[src/rtl/nn_dtypes_pkg.sv]
// Shared numeric types and constants for the NN datapath.
// Holds the fp32 field layout and the int32 saturation limits.
package nn_dtypes_pkg;

  typedef struct packed {
    logic        sign;
    logic [7:0]  exponent;
    logic [22:0] mantissa;
  } fp32_t;

  localparam int FP32_BIAS = 127;

  localparam logic [31:0] INT32_MAX = 32'h7FFF_FFFF;
  localparam logic [31:0] INT32_MIN = 32'h8000_0000;

endpackage

[src/rtl/fp32_to_int32.sv]
// Multi-cycle fp32 to signed int32 converter (4 cycles per op).
// FP32_TO_INT_RNE_EN: round-to-nearest-even, else truncate.
module fp32_to_int32
  import nn_dtypes_pkg::*;
(
  input  logic               clk,
  input  logic               rst_n,
  input  fp32_t              a,
  input  logic               start,
  output logic signed [31:0] result,
  output logic               done,
  output logic               busy,
  output logic               overflow,
  output logic               invalid
);

  typedef enum logic [1:0] {
    IDLE,
    UNPACK,
    CONVERT,
    DONE
  } state_t;

  state_t             state;
  fp32_t              op;
  logic               sgn;
  logic signed [9:0]  exp_u;
  logic [23:0]        sig;
  logic               nan;
  logic [31:0]        res_q;
  logic               ovf_q;
  logic               inv_q;

  logic [31:0]        res_c;
  logic               ovf_c;
  logic               inv_c;
  logic [31:0]        mag;
  logic [4:0]         lsh;
  logic [4:0]         rsh;
`ifdef FP32_TO_INT_RNE_EN
  logic [47:0]        ext;
  logic               guard;
  logic               sticky;
`endif

  // Scale the unpacked significand and apply saturation/sign
  always_comb begin
    res_c = '0;
    ovf_c = 1'b0;
    inv_c = 1'b0;
    mag   = '0;
    lsh   = 5'(exp_u - 10'sd23);
    rsh   = 5'(10'sd23 - exp_u);
`ifdef FP32_TO_INT_RNE_EN
    ext    = '0;
    guard  = 1'b0;
    sticky = 1'b0;
`endif
    if (nan) begin
      inv_c = 1'b1;
    end else if (exp_u >= 10'sd31) begin
      if (sgn && exp_u == 10'sd31
          && sig == 24'h80_0000) begin
        res_c = INT32_MIN;
      end else begin
        ovf_c = 1'b1;
        res_c = sgn ? INT32_MIN : INT32_MAX;
      end
    end else if (exp_u >= -10'sd1) begin
      if (exp_u >= 10'sd23) begin
        mag = {8'd0, sig} << lsh;
      end else begin
`ifdef FP32_TO_INT_RNE_EN
        ext    = {sig, 24'd0} >> rsh;
        mag    = {8'd0, ext[47:24]};
        guard  = ext[23];
        sticky = |ext[22:0];
        if (guard && (sticky || ext[24]))
          mag = mag + 32'd1;
`else
        mag = {8'd0, sig >> rsh};
`endif
      end
      res_c = sgn ? -mag : mag;
    end
  end

  // Sequencer: capture, unpack, convert, publish
  always_ff @(posedge clk or negedge rst_n) begin
    if (!rst_n) begin
      state    <= IDLE;
      op       <= '0;
      sgn      <= 1'b0;
      exp_u    <= '0;
      sig      <= '0;
      nan      <= 1'b0;
      res_q    <= '0;
      ovf_q    <= 1'b0;
      inv_q    <= 1'b0;
      result   <= '0;
      done     <= 1'b0;
      busy     <= 1'b0;
      overflow <= 1'b0;
      invalid  <= 1'b0;
    end else begin
      done <= 1'b0;
      unique case (state)
        IDLE: begin
          if (start) begin
            op    <= a;
            busy  <= 1'b1;
            state <= UNPACK;
          end
        end
        UNPACK: begin
          sgn   <= op.sign;
          exp_u <= $signed({2'b00, op.exponent})
                 - $signed(10'(FP32_BIAS));
          sig   <= {|op.exponent, op.mantissa};
          nan   <= (&op.exponent) && (|op.mantissa);
          state <= CONVERT;
        end
        CONVERT: begin
          res_q <= res_c;
          ovf_q <= ovf_c;
          inv_q <= inv_c;
          state <= DONE;
        end
        DONE: begin
          result   <= res_q;
          overflow <= ovf_q;
          invalid  <= inv_q;
          done     <= 1'b1;
          busy     <= 1'b0;
          state    <= IDLE;
        end
        default: state <= IDLE;
      endcase
    end
  end

endmodule

[config.mk]
export PLATFORM = sky130hd
export DESIGN_NAME = fp32_to_int32
export DESIGN_NICKNAME = d
export VERILOG_FILES = /design/src/rtl/nn_dtypes_pkg.sv /design/src/rtl/fp32_to_int32.sv
export SDC_FILE = /design/constraint.sdc
export NUM_CORES = 1
export LEC_CHECK = 0
export CELL_PAD_IN_SITES_DETAIL_PLACEMENT = 0
export CELL_PAD_IN_SITES_GLOBAL_PLACEMENT = 2
export CORE_UTILIZATION = 39
export DETAILED_ROUTE_END_ITERATION = 7
export PLACE_DENSITY_LB_ADDON = 0.1
export SYNTH_ARGS = -nofsm -noshare
export SYNTH_HDL_FRONTEND = slang
export SYNTH_SLANG_ARGS = --single-unit
[constraint.sdc]
create_clock -name clk -period 4.3 [get_ports clk]
set_input_delay 0.645 -clock clk [delete_from_list [all_inputs] [get_ports clk]]
set_output_delay 0.645 -clock clk [all_outputs]
set_load 0.05 [all_outputs]
==> metrics.cfg, run 1 <==
[outcome]
outcome = complete, no violations

[grt]
first_global_vias = 8048
antenna_found_initial = 0
overflow = 0
grt_max_degree = 84
grt_util_all_layers_pct = 24.0
grt_pass1_wl_mm = 47.8

[clock_network]
cts_tree = yes
cts-buffers-inserted = 17
clk_latency_ps = 420
htreeDepth = 4
clock-sinks = 139
clk_pin_slew_ps = 70
cts.repair.resized = 0
clk_path_buf_depth = 2
post_cts_buffers = 0
clockRootBuffer = clkbuf_16
hold_buffers = 0

[floorplan]
die_y_um = 160
initial_core_util_pct = 39.9
die_w_um = 160
io_pins = 71
rows = 57
core_mm2 = 0.0245
dieArea_mm2 = 0.0257

[sta]
setup_violations = 0
worstMarginPinSlew_ps = 818
rsz0062_at_grt = false
fin_crit_ps = 4110
tns_ps = 0
fmax_mhz = 244
slew_headroom_pct = 45.5
hold_viol_final = 0
finalCritPeriodShare_pct = 95.5
fin_skew_ps = 11.0
slew_violations = 0

[placement]
io_buffers = 70
hpwl_mm = 22.8
gp_congestion = 0.922

[route]
drc = 0
wl_per_cell_um = 21.8
firstDrtPassIters = 7
antenna_left = 0
totalWireLength_mm = 30.2
dr_total_vias = 8262
avgViaCountPerCell = 5.96
drt-initial-drc-count = 879

[worst_setup_path]
worstSetupStartpointType = flip-flop
worstPathMaxFanout = 41
worstPathRequired_ps = 4600
crit_slowest_cell = buf_4
crit_chain = buf_4, nand2_1, a21oi_1, o21ai_1, buf_4, a222oi_1, o22ai_1, nor3_2, nand2_1, o41ai_2, xnor2_1, a221o_1
cp_slowest_stage_delay_ps = 490
criticalPathCategory = reg -> reg
endpoint_kind = flip-flop
arrival_ps = 4410

[synthesis]
synth.distinct_cells = 86
syn-num-nets = 1017
ys_seq_area_share_pct = 35.6
syn_area_mm2 = 0.00976
synth_edf_count = 0
ys_top_cells_by_area = dfrtp_1 36%, mux2_2 14%, mux2i_1 5.2%, mux4_2 4.8%, a21oi_1 2.8%
yosysWarnings = 0
netlist_instances = 972
yosys_most_used_dff = dfrtp_1
avgSynthCellArea_um2 = 10.0
synth_seq_cells = 139
synthArstFlopShare_pct = 100
synth_top_area_share_pct = 35.6
synth_top_area_cell = dfrtp_1

[layout]
drive_above_1_share_pct = 25.4
syn2layout_area_growth_pct = 18.7
fin_nets = 1095
fillerInstances = 2316
final_common_cell = dfrtp_1
layout_common_cells = 137 x dfrtp_1, 119 x mux2_2, 69 x clkdlybuf4s50_1
antenna_cells = 0

[min_path]
min_path_type = in -> async

[job]
drv_cap = 0

state kept, by name (all words and copies together) (netlist names):
register and cells:
busy 1, done 1, exp_u 9, inv_q 1, invalid 1, nan 1
op 32, overflow 1, ovf_q 1, res_q 32, result 32, sgn 1
sig 24, state 2
final timing paths:
kind / start / to / slack (ps) / cells after the start
worst max-delay path: exp_u[1]$_DFFE_PN0N_ / res_q[29]$_DFFE_PN0P_ / 190 / 12
worst min-delay path: rst_n / res_q[10]$_DFFE_PN0P_ / 230 / 1
worst max register to register: exp_u[1]$_DFFE_PN0N_ / res_q[29]$_DFFE_PN0P_ / 190 / 12
worst min register to register: res_q[0]$_DFFE_PN0P_ / res_q[0]$_DFFE_PN0P_ / 480 / 1
max in group asynchronous: rst_n / sig[18]$_DFFE_PN0N_ / 3230 / 2
min in group clk: res_q[0]$_DFFE_PN0P_ / res_q[0]$_DFFE_PN0P_ / 480 / 1
synth_stat cells, types with 4 or more instances:
cell type and n:
nor2b_1 7, nand2_1 57, xor2_1 16, o211ai_1 5, buf_1 9, o31ai_1 7
nand3b_1 4, o21ai_0 50, a21oi_1 55, buf_6 9, nor4_1 14, mux2_2 119
mux2i_1 51, nor3_1 16, mux4_2 21, nand4b_1 5, dfrtp_1 139, a32oi_1 5
inv_1 21, xnor2_1 19, ha_1 10, o22ai_1 8, and3_1 6, buf_2 16
a31oi_1 8, o22a_1 5, clkbuf_1 39, and2_1 10, or3_1 4, o21a_1 6
nand3_1 29, a222oi_1 10, o21ai_1 5, o2bb2ai_1 5, a22o_1 6, nor2_1 61
nand4_1 14, a221o_1 6, a22oi_1 9, a221oi_1 10, nand2b_1 8
cell type report:
cell class / instances / area [um2] / area share, %
multi-input combinational: 734 / 5830 / 50.3
sequential: 139 / 3480 / 30.0
timing repair buffer: 136 / 1200 / 10.4
clock buffer: 18 / 439 / 3.79
tap: 324 / 405 / 3.50
clock inverter: 14 / 151 / 1.31
inverter: 22 / 82.6 / 0.713
routing by layer:
metal / wire (um) / GRT usage [%] / part of all wire (%)
met5: 0 / 0 / 0
met4: 1450 / 12.1 / 4.8
met3: 1540 / 3.97 / 5.1
met2: 13800 / 37.2 / 46
met1: 13400 / 32.3 / 44
logic make-up after synthesis:
group | after synthesis | share of synthesized area [%]
compound gates | 237 | 16.8
xor+xnor | 39 | 3.92
fa+ha+maj | 10 | 1.28
buf+inv | 99 | 4.83
flops | 139 | 35.6
mux | 192 | 24.0
simple gates | 256 | 13.6
critical path, delay by kind of cell, from the launching register on:
kind,cells,cell delay (ps)
XOR/XNOR,1,130
flip-flops,1,360
AO/OA/AOI/OAI,6,1910
buffers and inverters,2,700
AND/OR/NAND/NOR,3,870
metrics by stage:
step / cell area, um2 / cells / util (%) / worst slack [ps] / hold slack (ps)
after floorplan: 9760 / 972 / - / 542 / 349
after global placement: 11000 / 1355 / 44.9 / 18.5 / 477
after detailed placement: 11000 / 1355 / 44.9 / 174 / 479
after CTS: 11600 / 1387 / 47.3 / 157 / 308
after global routing: 11600 / 1387 / 47.4 / 43.8 / 315
final: 11600 / 1387 / 47.4 / 194 / 230
Power of run 1 is not shown: default switching activity piles up to over one toggle a cycle in this logic, so the estimate is an artifact.
==> run 2: changes to the inputs <==
CORE_UTILIZATION = 36   (was 39)
==> run 2 against run 1 <==
Effect of this change:
- register-to-register slack gained 80 ps
- highest routed layer unchanged
- core utilization shrank 3.3 points
- count of clock-buffer cells in the layout is the same
- largest cell class unchanged
==> metrics.cfg, run 2 (synthesis results as in run 1) <==
[outcome]
outcome = complete, no violations

[worst_setup_path]
critPathMostFrequentCell = buf_4
worst-path-buf-inv = 4  ; +2
crit_slowest_cell = dfrtp_2
cp_slowest_stage_delay_ps = 430  ; -60 ps
crit_chain = ha_1, buf_12, buf_6, mux2_2, mux2i_2, buf_4, mux2i_1, a222oi_1, buf_4, o21a_1, and2_2, nand3_2, o41ai_4, xnor2_1, a221o_1
worstPathRequired_ps = 4610  ; about the same
reg2reg_slack_ps = 280  ; +80 ps
worstSetupStartpointType = flip-flop
timing.rr.end = res_q[27]$_DFFE_PN0P_
rr_startpoint = exp_u[0]$_DFFE_PN0N_
r2r_cells = 15  ; +3
arrival_ps = 4330  ; -80 ps
cpLargestDelayFamily = compound AO/OA/AOI/OAI gates
worstPathMaxFanout = 22  ; -46%
endpoint_kind = flip-flop
criticalPathCategory = reg -> reg

[route]
avgViaCountPerCell = 5.84  ; -1.9%
drt-initial-drc-count = 574  ; -35%
totalWireLength_mm = 30.9  ; +2.1%
antenna_left = 0  ; unchanged
wl_per_cell_um = 22.2  ; +2.0%
drc = 0  ; unchanged
dr_total_vias = 8113  ; -1.8%
firstDrtPassIters = 5  ; -2

[grt]
grt_max_degree = 94  ; +12%
antenna_found_initial = 0  ; unchanged
use_met1_pct = 31.3  ; -0.91 points
grt_util_all_layers_pct = 23.1  ; -0.91 points
grt_util_met3_pct = 2.99  ; -0.98 points
overflow = 0  ; unchanged
grt_pass1_wl_mm = 49.5  ; +3.4%
grt_busiest_layer = met2
met2_usage_pct = 37.1  ; -0.11 points
first_global_vias = 8095  ; +0.58%

[sta]
slew_headroom_pct = 31.2  ; -14 points
fin_crit_ps = 4020  ; -83.5 ps
fin_skew_ps = 27.3  ; +16.3 ps
setup_violations = 0  ; unchanged
hold_viol_final = 0  ; unchanged
tns_ps = 0  ; unchanged
slew_violations = 0  ; unchanged
worstMarginPinSlew_ps = 1030  ; +213 ps
hold_ws_ps = 272  ; +42.0 ps
finalCritPeriodShare_pct = 93.5  ; -1.9 points
rsz0062_at_grt = false
fmax_mhz = 249  ; +2.1%

[floorplan]
io_pins = 71  ; unchanged
dieArea_mm2 = 0.0278  ; +8.2%
rows = 59  ; +3.5%
core_mm2 = 0.0264  ; +7.7%
die_y_um = 167  ; +4.0%
die_w_um = 167  ; +4.0%
initial_core_util_pct = 37.0  ; -2.9 points

[clock_network]
clk_path_buf_depth = 2  ; unchanged
cts-buffers-inserted = 17  ; unchanged
cts_tree = yes
clock-sinks = 139  ; unchanged
clk_pin_slew_ps = 70  ; about the same
clockRootBuffer = clkbuf_16
htreeDepth = 4  ; unchanged
clk_latency_ps = 430  ; about the same

[min_path]
min_path_type = in -> async

[layout]
antenna_cells = 0  ; unchanged
final_common_cell = dfrtp_1
largestRegisters = op (32), res_q (32), result (32)
stdcell_count = 1389  ; +0.14%
fin_nets = 1086  ; -0.82%
syn2layout_area_growth_pct = 19.0
layout_common_cells = 136 x dfrtp_1, 119 x mux2_2, 69 x clkdlybuf4s50_1
drive_above_1_share_pct = 25.0  ; -0.35 points

[placement]
hpwl_mm = 23.1  ; +1.6%
io_buffers = 70  ; unchanged
place_inst = 1355  ; unchanged
gp_congestion = 0.943  ; +2.2%

[job]
drv_cap = 0  ; unchanged

[run 2: changes by cell type in the layout (fill, tap and decap cells not counted), sizes merged]
cell / change
buf: -9
clkinv: +1
inv: -1
[run 2: per-layer routing]
metal	share of wire [%]	up-vias
met5	0	-
met4	3.4	0
met3	3.9	42
met2	47	232
met1	45	4018
li1	-	3821
[run 2: worst max-delay path by stage]
stage                     slack (ps)                     to  cells after the start                  from
final                            280  res_q[27]$_DFFE_PN0P_                     15  exp_u[0]$_DFFE_PN0N_
after global routing              20  res_q[25]$_DFFE_PN0P_                     13  exp_u[0]$_DFFE_PN0N_
after CTS                        180  res_q[27]$_DFFE_PN0P_                     15  exp_u[0]$_DFFE_PN0N_
after detailed placement         220  res_q[27]$_DFFE_PN0P_                     14  exp_u[0]$_DFFE_PN0N_
after global placement           180  res_q[25]$_DFFE_PN0P_                     11  exp_u[1]$_DFFE_PN0N_
after floorplan                  540  res_q[25]$_DFFE_PN0P_                     14  exp_u[3]$_DFFE_PN0N_
[run 2: final cells by class]
type                    count  area (um2)
clock inverters            14         154
well taps                 335         419
clock buffers              18         439
multi-input cells         734        5870
repair buffers            127        1170
flip-flops and latches    139        3480
fillers                  2585       14700
inverters                  22        82.6
[run 2: metrics by stage]
stage / utilization, % / setup WS, ps / cell area [um2]
6_report: 44.1 / 278 / 11600
2_1_floorplan: - / 542 / 9760
4_1_cts: 43.8 / 177 / 11500
5_1_grt: 44.1 / 20.7 / 11600
3_5_place_dp: 41.5 / 223 / 10900
3_3_place_gp: 41.5 / 181 / 10900
[run 2: worst reg2reg max path: cells and delay by family (launching register included)]
family | cells | cell delay, ps
multiplexers | 3 | 680
AND/OR/NAND/NOR | 2 | 400
buffers and inverters | 4 | 730
adder cells (fa/ha/maj) | 1 | 330
XOR/XNOR | 1 | 100
AO/OA/AOI/OAI | 4 | 1220
flip-flops | 1 | 430
[run 2: what timing repair did]
action | CTS | global route
buffers inserted | 0 | 2
setup endpoints to repair | 0 | 9
hold buffers | 0 | 0
resized for setup | 0 | 11
endpoints found under the hold margin | 0 | 0
Power of run 2 is left out for the same reason.
==> run 3: changes to the inputs <==
CORE_MARGIN = 2   (was unset)
SLEW_MARGIN = 40   (was unset)
==> run 3 against run 2 <==
Effect of this change:
- critical path depth fell by 4
- sequential cell count did not move
- clock skew decreased by 8.2 ps
- die area is 2.4% higher
- maximum frequency is essentially flat
- global-route usage up 0.45 points
- register-to-register slack is essentially flat
- final cell count increased by 0.72%
- sequential share of layout area decreased by 0.058 points
- non-clock buffer count is 4 higher
- via count rose by 2.3%
- largest cell class unchanged
==> metrics.cfg, run 3 (synthesis results as in run 1) <==
[sta]
setup_violations = 0  ; unchanged
fmax_mhz = 249  ; about the same
finalCritPeriodShare_pct = 93.5  ; about the same
tns_ps = 0  ; unchanged
fin_crit_ps = 4020  ; +0.0660 ps
slew_headroom_pct = 41.5  ; +10 points
worstMarginPinSlew_ps = 876  ; -155 ps
fin_skew_ps = 19.1  ; -8.23 ps
hold_viol_final = 0  ; unchanged
slew_violations = 0  ; unchanged
rsz0062_at_grt = false

[worst_setup_path]
worstPathRequired_ps = 4610  ; about the same
crit_chain = ha_1, buf_12, mux4_2, mux2i_1, nor3_1, a2111oi_2, o22ai_1, or4_1, o41ai_2, xnor2_1, a221o_1
endpoint = res_q[27]$_DFFE_PN0P_
worst-path-buf-inv = 1  ; -3
cp.depth = 11  ; -4
timing.rr.end = res_q[27]$_DFFE_PN0P_
cpLargestDelayFamily = compound AO/OA/AOI/OAI gates
worstSetupStartpoint = exp_u[1]$_DFFE_PN0N_
crit_slowest_cell = mux4_2
endpoint_kind = flip-flop
worstSetupStartpointType = flip-flop
worstPathMaxFanout = 37  ; +68%
rr_startpoint = exp_u[1]$_DFFE_PN0N_
r2r_cells = 11  ; -4
cp_slowest_stage_delay_ps = 670  ; +240 ps
reg2reg_slack_ps = 280  ; about the same
arrival_ps = 4330  ; about the same
criticalPathCategory = reg -> reg

[route]
firstDrtPassIters = 6  ; +1
totalWireLength_mm = 32.8  ; +6.1%
dr_total_vias = 8297  ; +2.3%
drc = 0  ; unchanged
avgViaCountPerCell = 5.93  ; +1.5%
drt-initial-drc-count = 706  ; +23%
antenna_left = 0  ; unchanged
wl_per_cell_um = 23.4  ; +5.3%

[floorplan]
dieArea_mm2 = 0.0285  ; +2.4%
die_w_um = 169  ; +1.2%
die_y_um = 169  ; +1.2%
initial_core_util_pct = 36.4  ; -0.62 points
rows = 60  ; +1.7%
core_mm2 = 0.0268  ; +1.7%
io_pins = 71  ; unchanged

[layout]
layout_common_cells = 136 x dfrtp_1, 119 x mux2_2, 69 x clkdlybuf4s50_1
drive_above_1_share_pct = 25.0  ; about the same
antenna_cells = 0  ; unchanged
stdcell_count = 1399  ; +0.72%
fin_nets = 1090  ; +0.37%
final_common_cell = dfrtp_1
fin_area_mm2 = 0.0116  ; +0.19%
syn2layout_area_growth_pct = 19.3
largestRegisters = op (32), res_q (32), result (32)

[grt]
grt_max_degree = 77  ; -18%
overflow = 0  ; unchanged
antenna_found_initial = 0  ; unchanged
grt_pass1_wl_mm = 50.8  ; +2.7%
grt_util_all_layers_pct = 23.5  ; +0.45 points
first_global_vias = 8083  ; -0.15%

[placement]
dpl_cell_area_mm2 = 0.0110  ; +0.77%
gp_congestion = 0.887  ; -6.0%
hpwl_mm = 24.9  ; +7.4%
place_inst = 1366  ; +0.81%
io_buffers = 70  ; unchanged

[clock_network]
hold_buffers = 0  ; unchanged
post_cts_buffers = 0  ; unchanged
clockRootBuffer = clkbuf_16
cts-buffers-inserted = 17  ; unchanged
clk_latency_ps = 440  ; about the same
cts_tree = yes
cts.repair.resized = 0  ; unchanged
clk_path_buf_depth = 2  ; unchanged
htreeDepth = 4  ; unchanged
clock-sinks = 139  ; unchanged
clk_pin_slew_ps = 70  ; about the same

[outcome]
outcome = complete, no violations

[job]
drv_cap = 0  ; unchanged

[min_path]
min_path_type = in -> async

[run 3: worst min-delay path by stage]
stage                                     from               endpoint  slack [ps]  depth (start not counted)
after floorplan                          rst_n       busy$_DFFE_PN0P_         350                          0
after global placement    res_q[1]$_DFFE_PN0P_   res_q[1]$_DFFE_PN0P_         470                          1
after detailed placement  res_q[2]$_DFFE_PN0P_   res_q[2]$_DFFE_PN0P_         480                          1
after CTS                                rst_n  result[2]$_DFFE_PN0P_         270                          1
after global routing                     rst_n  result[0]$_DFFE_PN0P_          60                          1
final                                    rst_n  result[2]$_DFFE_PN0P_          60                          1
[run 3: cell type report]
type	instances	area, um2
Tap cell	341	427
Multi-Input combinational cell	734	5840
Timing Repair Buffer	131	1240
Inverter	22	82.6
Clock buffer	19	443
Sequential cell	139	3480
Fill cell	2645	15200
Clock inverter	13	131
[run 3: metrics by stage]
| stage | worst slack (ps) | hold WS [ps] | util (%) |
|---|---|---|---|
| after floorplan | 542 | 349 | - |
| after global placement | 277 | 475 | 41.1 |
| after detailed placement | 277 | 477 | 41.2 |
| after CTS | 257 | 270 | 43.3 |
| after global routing | 48.6 | 63.5 | 43.4 |
| final | 278 | 58.7 | 43.4 |
[run 3: layer usage]
layer  vias to the layer above  share of wire, %  global-route usage (%)
met4                         0               3.8                    9.82
met1                      4111                46                    32.4
met3                        56               3.9                    2.85
li1                       3838                 -                       -
met2                       292                46                    37.5
met5                         -                 0                       0
Power of run 3 is left out for the same reason.
